## src/rtl/sync_fifo_param.sv

```systemverilog
// sync_fifo_param: single-clock FIFO with arbitrary depth (non-power-of-2 allowed),
// programmable almost-full/almost-empty thresholds, an occupancy count and an
// optional first-word-fall-through read port.
module sync_fifo_param #(
  parameter int FIFO_WIDTH = 16,
  parameter int FIFO_DEPTH = 8,
  parameter int AFULL_TH   = 7,
  parameter int AEMPTY_TH  = 1,
  parameter int FWFT       = 0
) (
  input  logic                             clk,
  input  logic                             rst_n,
  input  logic [FIFO_WIDTH-1:0]            data_in,
  input  logic                             wr_en,
  input  logic                             rd_en,
  output logic [FIFO_WIDTH-1:0]            data_out,
  output logic                             wr_ack,
  output logic                             overflow,
  output logic                             underflow,
  output logic                             full,
  output logic                             empty,
  output logic                             almostfull,
  output logic                             almostempty,
  output logic [$clog2(FIFO_DEPTH+1)-1:0]  count
);

  // Count must hold the value FIFO_DEPTH itself, pointers only 0..FIFO_DEPTH-1.
  localparam int CW = $clog2(FIFO_DEPTH + 1);
  localparam int PW = (FIFO_DEPTH > 1) ? $clog2(FIFO_DEPTH) : 1;

  localparam logic [CW-1:0] DEPTH_C    = CW'(FIFO_DEPTH);
  localparam logic [CW-1:0] AFULL_C    = CW'(AFULL_TH);
  localparam logic [CW-1:0] AEMPTY_C   = CW'(AEMPTY_TH);
  localparam logic [PW-1:0] LAST_PTR   = PW'(FIFO_DEPTH - 1);
  localparam logic [PW-1:0] PTR_ONE    = PW'(1);
  localparam logic [CW-1:0] CNT_ONE    = CW'(1);

  // Parameter legality is checked once at elaboration; there are no runtime checks.
  generate
    if (FIFO_DEPTH < 2) begin : g_bad_depth
      $error("sync_fifo_param: FIFO_DEPTH (%0d) must be >= 2", FIFO_DEPTH);
    end
    if ((AFULL_TH < 1) || (AFULL_TH > FIFO_DEPTH - 1)) begin : g_bad_afull
      $error("sync_fifo_param: AFULL_TH (%0d) must be in 1..FIFO_DEPTH-1", AFULL_TH);
    end
    if ((AEMPTY_TH < 1) || (AEMPTY_TH > FIFO_DEPTH - 1)) begin : g_bad_aempty
      $error("sync_fifo_param: AEMPTY_TH (%0d) must be in 1..FIFO_DEPTH-1", AEMPTY_TH);
    end
    if ((FWFT != 0) && (FWFT != 1)) begin : g_bad_fwft
      $error("sync_fifo_param: FWFT (%0d) must be 0 or 1", FWFT);
    end
  endgenerate

  // Storage; deliberately has no reset so it can map onto RAM resources.
  logic [FIFO_WIDTH-1:0] mem [FIFO_DEPTH];

  logic [PW-1:0] wr_ptr_reg, wr_ptr_next;
  logic [PW-1:0] rd_ptr_reg, rd_ptr_next;
  logic [CW-1:0] count_reg, count_next;
  logic          wr_ack_reg;
  logic          overflow_reg;
  logic          underflow_reg;

  logic wr_accept;
  logic rd_accept;
  logic full_int;
  logic empty_int;

  // Status flags come straight from the registered count, so they never glitch
  // on the request inputs.
  assign full_int    = (count_reg == DEPTH_C);
  assign empty_int   = (count_reg == '0);
  assign full        = full_int;
  assign empty       = empty_int;
  assign almostfull  = (count_reg >= AFULL_C) && !full_int;
  assign almostempty = !empty_int && (count_reg <= AEMPTY_C);
  assign count       = count_reg;

  // Acceptance is judged on the pre-edge occupancy: a full FIFO never takes a
  // write even if a read frees a slot in the same cycle, and an empty FIFO never
  // serves a read from a word being written in the same cycle.
  assign wr_accept = wr_en && !full_int;
  assign rd_accept = rd_en && !empty_int;

  // Next pointer/count values; pointers wrap explicitly at the last slot so
  // any depth works, not only powers of two.
  always_comb begin
    wr_ptr_next = wr_ptr_reg;
    rd_ptr_next = rd_ptr_reg;
    count_next  = count_reg;

    if (wr_accept) begin
      wr_ptr_next = (wr_ptr_reg == LAST_PTR) ? '0 : (wr_ptr_reg + PTR_ONE);
    end
    if (rd_accept) begin
      rd_ptr_next = (rd_ptr_reg == LAST_PTR) ? '0 : (rd_ptr_reg + PTR_ONE);
    end

    unique case ({wr_accept, rd_accept})
      2'b10:   count_next = count_reg + CNT_ONE;
      2'b01:   count_next = count_reg - CNT_ONE;
      default: count_next = count_reg;
    endcase
  end

  // Pointer, occupancy and one-cycle handshake registers.
  always_ff @(posedge clk or negedge rst_n) begin
    if (!rst_n) begin
      wr_ptr_reg    <= '0;
      rd_ptr_reg    <= '0;
      count_reg     <= '0;
      wr_ack_reg    <= 1'b0;
      overflow_reg  <= 1'b0;
      underflow_reg <= 1'b0;
    end else begin
      wr_ptr_reg    <= wr_ptr_next;
      rd_ptr_reg    <= rd_ptr_next;
      count_reg     <= count_next;
      wr_ack_reg    <= wr_accept;
      overflow_reg  <= wr_en && !wr_accept;
      underflow_reg <= rd_en && !rd_accept;
    end
  end

  assign wr_ack    = wr_ack_reg;
  assign overflow  = overflow_reg;
  assign underflow = underflow_reg;

  // Write port into storage.
  always_ff @(posedge clk) begin
    if (wr_accept) begin
      mem[wr_ptr_reg] <= data_in;
    end
  end

  // Read port: either the head word shown combinationally (fall-through) or a
  // registered copy taken on each accepted read that holds between reads.
  generate
    if (FWFT != 0) begin : g_fwft
      assign data_out = empty_int ? '0 : mem[rd_ptr_reg];
    end else begin : g_registered
      logic [FIFO_WIDTH-1:0] rd_data_reg;

      // Capture the head word on an accepted read; otherwise hold the last one.
      always_ff @(posedge clk or negedge rst_n) begin
        if (!rst_n) begin
          rd_data_reg <= '0;
        end else if (rd_accept) begin
          rd_data_reg <= mem[rd_ptr_reg];
        end
      end

      assign data_out = rd_data_reg;
    end
  endgenerate

endmodule

```

## config.mk

```make
export PLATFORM = sky130hd
export DESIGN_NAME = sync_fifo_param
export DESIGN_NICKNAME = d
export VERILOG_FILES = /design/src/rtl/sync_fifo_param.sv
export SDC_FILE = /design/constraint.sdc
export NUM_CORES = 1
export LEC_CHECK = 0
export CELL_PAD_IN_SITES_DETAIL_PLACEMENT = 0
export CELL_PAD_IN_SITES_GLOBAL_PLACEMENT = 1
export CORE_MARGIN = 5
export CORE_UTILIZATION = 50
export CTS_CLUSTER_DIAMETER = 100
export DETAILED_ROUTE_END_ITERATION = 12
export GPL_ROUTABILITY_DRIVEN = 0
export PLACE_DENSITY_LB_ADDON = 0.1
export SLEW_MARGIN = 20
export SYNTH_ARGS = -nofsm -noshare
export SYNTH_HDL_FRONTEND = slang
export SYNTH_SLANG_ARGS = --single-unit
export TNS_END_PERCENT = 30
```

## constraint.sdc

```tcl
create_clock -name clk -period 3.6 [get_ports clk]
set_clock_uncertainty 0.1 [all_clocks]
set_input_delay 0.72 -clock clk [delete_from_list [all_inputs] [get_ports clk]]
set_output_delay 0.72 -clock clk [all_outputs]
set_load 0.1 [all_outputs]
```

==> results of run 1 <==
-- placed cells by master (no fill, tap or decap), types with 7 or more instances in the layout --
| cell type | Yosys | layout |
|---|---|---|
| a22o_1 | 16 | 16 |
| buf_4 | 3 | 29 |
| clkbuf_16 | 0 | 17 |
| clkdlybuf4s50_1 | 0 | 34 |
| dfrtp_1 | 29 | 28 |
| edfxtp_1 | 128 | 128 |
| ha_1 | 8 | 8 |
| inv_1 | 7 | 7 |
| mux2_2 | 35 | 35 |
| mux2i_1 | 33 | 33 |
| nor2_1 | 7 | 7 |
| o21ai_0 | 19 | 18 |
| o22ai_1 | 16 | 16 |
| o31ai_2 | 16 | 16 |
-- power by group through the flow --
stage	combinational [mW]	sequential [mW]	clock [mW]
after floorplan	1.48	3.42	0
after detailed placement	2.97	2.65	0
after global routing	3.12	2.65	1.93
after global placement	2.94	2.63	0
after CTS	2.98	2.61	1.84
final	2.95	2.61	1.81
-- how the worst min path moves through the flow --
stage                   endpoint  slack [ns]  cells after the start
global route        data_out[14]        0.45                      2
finish              data_out[14]        0.42                      2
CTS                 data_out[14]        0.43                      2
global placement     data_out[0]        0.41                      2
detailed placement  data_out[14]        0.42                      2
floorplan               count[0]        0.32                      0
-- metal layers --
| metal | vias to the layer above | share of wire, % | routed length (um) | track usage (%) |
|---|---|---|---|---|
| met5 | - | 0 | 0 | 0 |
| met4 | 0 | 1.6 | 193 | 6.58 |
| met3 | 14 | 3.8 | 468 | 4.65 |
| met2 | 63 | 49 | 6070 | 29.4 |
| met1 | 1690 | 46 | 5680 | 23.6 |
| li1 | 1562 | - | - | - |
-- synth_stat cells (all sizes together) (2+ instances only) --
| cell type | instances |
|---|---|
| o21ai | 19 |
| xnor2 | 3 |
| and2 | 2 |
| dfrtp | 29 |
| inv | 7 |
| nand2 | 4 |
| edfxtp | 128 |
| mux2i | 33 |
| o31ai | 16 |
| nor2 | 7 |
| nor3 | 4 |
| clkbuf | 5 |
| a22o | 16 |
| buf | 13 |
| o22ai | 16 |
| ha | 8 |
| mux2 | 38 |
| nor2b | 2 |
| nand2b | 4 |
-- tightest hold or removal path, stage by stage, from the launching register on --
cell and delay, ns:
dfrtp_1 0.33, o21ai_0 0.09, o31ai_2 0.06
-- cell type report --
class                   instances  area share, %
repair buffers                 64           7.54
clock inverters                11           1.83
inverters                       7          0.343
clock buffers                  21           6.13
multi-input cells             181           21.8
well taps                     172           2.81
flip-flops and latches        157           59.6
-- cells by family after synthesis --
logic type               synth area share (%)
AND/OR/NAND/NOR                          2.82
flip-flops                               72.0
AO/OA/AOI/OAI                            8.57
buffers and inverters                    2.40
adder cells (fa/ha/maj)                  1.58
multiplexers                             12.1
XOR/XNOR                                0.552
==> flow_metrics.env, run 1 <==
export IMPL_yosysWarnings=0
export IMPL_syn_to_final_growth_pct=20.8
export IMPL_drive_above_1_share_pct=28.1
export IMPL_maxCapViolCount=0
export IMPL_required_ns=2.78
export IMPL_grt_max_degree=46
export IMPL_fin_hold_ws_ns=0.423
export IMPL_final_period_utilization_pct=81.9
export IMPL_cts_tree="built"
export IMPL_avgRoutedWirePerCell_um=20.2
export IMPL_antenna_found_initial=0
export IMPL_hold_buffers=0
export IMPL_die_w_um=123
export IMPL_grt_pass1_wl_mm=19.7
export IMPL_coreArea_um2=12500
export IMPL_fin_area_um2=7670
export IMPL_pwr_share_comb_pct=40.0
export IMPL_total_power_mw=7.37
export IMPL_final_core_util_pct=61.3
export IMPL_setup_slack_ns=0.650
export IMPL_clkLatencyLatePin_ns=0.42
export IMPL_yosysUniqueCellTypes=35
export IMPL_worstPathMaxFanout=10
export IMPL_tns_ns=0
export IMPL_fin_crit_ns=2.95
export IMPL_cts_resized=0
export IMPL_final_cells=613
export IMPL_post_route_drc_count=0
export IMPL_finalSetupViolCount=0
export IMPL_port_buffers=46
export IMPL_place_inst=581
export IMPL_end_kind="output port"
export IMPL_path_class="flop to output port"
export IMPL_worstPathArrival_ns=2.13
export IMPL_pre_cts_ws_ns=0.773
export IMPL_pwr_density_cell_nw_per_um2=960
export IMPL_rr_endpoint="count[3]"
export IMPL_hold_start="data_out[14]"
export IMPL_fillers=948
export IMPL_synth_nets=391
export IMPL_ys_ff_latch=157
export IMPL_postPlaceCellArea_um2=7060
export IMPL_syn_area_per_cell_um2=17.5
export IMPL_synth_flop_cell="edfxtp_1"
export IMPL_synth_edf_count=128
export IMPL_vias=3329
export IMPL_hold_viol=0
export IMPL_die_h_um=123
export IMPL_rr_worst_depth=8
export IMPL_swShare_pct=39.4
export IMPL_outcome="finished clean"
export IMPL_rsz0062_at_grt="no"
export IMPL_hold_path_class="flop to flop"
export IMPL_seq_area_um2=4570
export IMPL_crit_chain="inv_1, ha_1, nor3b_4, buf_4"
export IMPL_initial_core_util_pct=50.7
export IMPL_cellInternalPower_mw=4.46
export IMPL_drtPass1Iterations=4
export IMPL_async_flop_share_pct=18.5
export IMPL_ir_worst_vdd_mv=0.500
export IMPL_grt_pass1_vias=3447
export IMPL_clkPwrFrac_pct=24.6
export IMPL_cts_sinks=157
export IMPL_netlist_instances=363
export IMPL_cellLeakagePower_nw=2.78
export IMPL_overflow=0
export IMPL_ios=47
export IMPL_crit_end="empty"
export IMPL_relSlewSlack_pct=34.0
export IMPL_reg2reg_from="count[0]"
export IMPL_p_sw_mw=2.90
export IMPL_drt_initial_drc_count=209
export IMPL_worst_path_dominant_cell_family="simple AND/OR/NAND/NOR gates"
export IMPL_path_depth=4
export IMPL_max_freq_mhz=339
export IMPL_die_area_um2=15100
export IMPL_cts_root_buf="clkbuf_16"
export IMPL_synthTopCellsByArea="edfxtp_1 (61%), dfrtp_1 (11%), mux2_2 (6.2%), mux2i_1 (5.2%), o31ai_2 (3.2%)"
export IMPL_grt_usage_pct=18.1
export IMPL_antenna_cells=0
export IMPL_path_clk_slew_ns=0.06
export IMPL_synth_seq_area_share_pct=72.0
export IMPL_cp_start_kind="flop"
export IMPL_critPathBufInv=2
export IMPL_final_nets=456
export IMPL_hpwlAfterDp_mm=7.73
export IMPL_cts_buffer_depth=2
export IMPL_cts_max_level=4
export IMPL_crit_slowest_cell="nor3b_4"
export IMPL_multiInputGateArea_um2=1670
export IMPL_cts_setup_buffers=0
export IMPL_cts_buffers=17
export IMPL_seq_power_share_pct=35.4
export IMPL_synth_top_area_cell="edfxtp_1"
export IMPL_antenna_left=0
export IMPL_reg2reg_slack_ns=0.99
export IMPL_netlist_area_leader_share_pct=60.5
export IMPL_netlist_area_um2=6350
export IMPL_slew_violations=0
export IMPL_worstMarginPinSlew_ns=0.986
export IMPL_via_per_inst=5.43
export IMPL_fp_row_count=41
export IMPL_wirelength_mm=12.4
export IMPL_worstSetupStartpoint="count[0]"
export IMPL_slowest_delay_ns=0.51
export IMPL_largest_reg_flops=128
No activity file was read; power rests on OpenSTA's default activity.
==> run 2: changes to the inputs <==
==> constraint.sdc (replaced) <==
create_clock -name clk -period 3.1 [get_ports clk]
set_clock_uncertainty 0.1 [all_clocks]
set_input_delay 0.62 -clock clk [delete_from_list [all_inputs] [get_ports clk]]
set_output_delay 0.62 -clock clk [all_outputs]
set_load 0.1 [all_outputs]
==> flow_metrics.env, run 2 (synthesis gave the netlist of run 1 again) <==
export IMPL_grt_max_degree=36
export IMPL_postPlaceCellArea_um2=7050
export IMPL_hold_path_class="flop to flop"
export IMPL_max_freq_mhz=363
export IMPL_cts_root_buf="clkbuf_16"
export IMPL_tns_ns=0
export IMPL_pwr_density_cell_nw_per_um2=1120
export IMPL_via_per_inst=5.47
export IMPL_end_kind="output port"
export IMPL_relSlewSlack_pct=43.0
export IMPL_coreArea_um2=12500
export IMPL_p_sw_mw=3.41
export IMPL_overflow=0
export IMPL_cts_resized=0
export IMPL_pwr_share_comb_pct=40.4
export IMPL_final_period_utilization_pct=88.8
export IMPL_cts_buffer_depth=2
export IMPL_rr_worst_depth=9
export IMPL_grt_pass1_vias=3422
export IMPL_slew_violations=0
export IMPL_rsz0062_at_grt="no"
export IMPL_path_clk_slew_ns=0.06
export IMPL_die_area_um2=15100
export IMPL_antenna_left=0
export IMPL_die_w_um=123
export IMPL_avgRoutedWirePerCell_um=20.6
export IMPL_fin_hold_ws_ns=0.434
export IMPL_reg2reg_slack_ns=0.67
export IMPL_required_ns=2.38
export IMPL_worstMarginPinSlew_ns=0.853
export IMPL_cts_buffers=17
export IMPL_initial_core_util_pct=50.7
export IMPL_hold_buffers=0
export IMPL_maxCapViolCount=0
export IMPL_clkLatencyLatePin_ns=0.42
export IMPL_drtPass1Iterations=4
export IMPL_cellInternalPower_mw=5.11
export IMPL_outcome="finished clean"
export IMPL_clkPwrFrac_pct=23.9
export IMPL_cts_max_level=4
export IMPL_final_nets=456
export IMPL_path_class="flop to output port"
export IMPL_fp_row_count=41
export IMPL_cellLeakagePower_nw=2.79
export IMPL_fin_area_um2=7630
export IMPL_grt_pass1_wl_mm=20.0
export IMPL_vias=3361
export IMPL_cts_setup_buffers=0
export IMPL_port_buffers=46
export IMPL_rr_endpoint="count[3]"
export IMPL_pre_cts_ws_ns=0.566
export IMPL_hpwlAfterDp_mm=7.45
export IMPL_hold_viol=0
export IMPL_swShare_pct=40.0
export IMPL_drive_above_1_share_pct=30.8
export IMPL_cp_start_kind="flop"
export IMPL_finalSetupViolCount=0
export IMPL_seq_power_share_pct=35.7
export IMPL_cts_sinks=157
export IMPL_fin_crit_ns=2.75
export IMPL_hold_end="data_out[2]"
export IMPL_antenna_found_initial=0
export IMPL_worstPathMaxFanout=18
export IMPL_drt_initial_drc_count=198
export IMPL_wirelength_mm=12.7
export IMPL_ir_worst_vdd_mv=0.513
export IMPL_final_common_cell="edfxtp_1"
export IMPL_holdPathStages=2
export IMPL_die_h_um=123
export IMPL_hold_start="data_out[2]"
export IMPL_syn_to_final_growth_pct=20.1
export IMPL_post_route_drc_count=0
export IMPL_worstPathArrival_ns=2.03
export IMPL_ios=47
export IMPL_cts_tree="built"
export IMPL_setup_slack_ns=0.347
export IMPL_reg2reg_from="count[0]"
export IMPL_largest_reg_flops=128
export IMPL_grt_usage_pct=18.4
export IMPL_final_cell_mix="edfxtp_1 (128), buf_4 (43), mux2_2 (35)"
-- run 2: cell count changes in the layout (fill, tap and decap cells not counted), sizes merged --
cell / delta
clkinv: +4
buf: +15
clkinvlp: -2
clkbuf: -3
inv: +1
diode: +1
clkdlybuf4s50: -15
-- run 2: worst max path at each step --
| stage | start | end | slack, ns |
|---|---|---|---|
| detailed placement | rd_en | count[3] | 0.57 |
| floorplan | count[1] | mem[2][0] | -0.39 |
| global route | count[0] | empty | 0.23 |
| finish | count[0] | empty | 0.35 |
| global placement | rd_en | count[3] | 0.59 |
| CTS | count[0] | empty | 0.30 |
-- run 2: critical path, cell delays in order, from the launching register on --
cell	delay, ns
dfrtp_1	0.46
inv_1	0.09
ha_1	0.33
nor3b_4	0.25
buf_4	0.28
buf_12	0.21
-- run 2: metal layers --
layer,GRT usage (%),vias up,routed length (um)
met4,6.93,0,210
met5,0,-,0
met3,4.19,19,522
met2,29.7,74,6320
met1,24.5,1708,5620
li1,-,1560,-
-- run 2: metrics by stage --
stage          util (%)  cells  power, mW
5_1_grt            60.9    613       8.92
4_1_cts            60.9    613       8.61
6_report           60.9    614       8.52
2_1_floorplan         -    363       5.70
3_3_place_gp       56.3    581       6.51
3_5_place_dp       56.3    581       6.56
-- run 2: power groups by stage --
stage | Clock [mW] | Combinational (mW) | Sequential (mW)
5_1_grt | 2.18 | 3.65 | 3.09
3_3_place_gp | 0 | 3.44 | 3.07
4_1_cts | 2.08 | 3.48 | 3.05
3_5_place_dp | 0 | 3.47 | 3.09
2_1_floorplan | 0 | 1.73 | 3.97
6_report | 2.04 | 3.44 | 3.04
-- run 2: final cells by class --
type                    count  area [um2]
fillers                   978        4890
flip-flops and latches    157        4570
multi-input cells         181        1680
repair buffers             64         553
clock buffers              18         429
well taps                 172         215
clock inverters            14         149
inverters                   7        26.3
diodes                      1        2.50
==> run 3: changes to the inputs <==
--- a/config.mk
+++ b/config.mk
@@ -5,6 +5,7 @@
 export SDC_FILE = /design/constraint.sdc
 export NUM_CORES = 1
 export LEC_CHECK = 0
+export CAP_MARGIN = 20
 export CELL_PAD_IN_SITES_DETAIL_PLACEMENT = 0
 export CELL_PAD_IN_SITES_GLOBAL_PLACEMENT = 1
 export CORE_MARGIN = 5
==> results of run 3 <==
The final DEF is identical to that of run 2; final timing and power are the same.
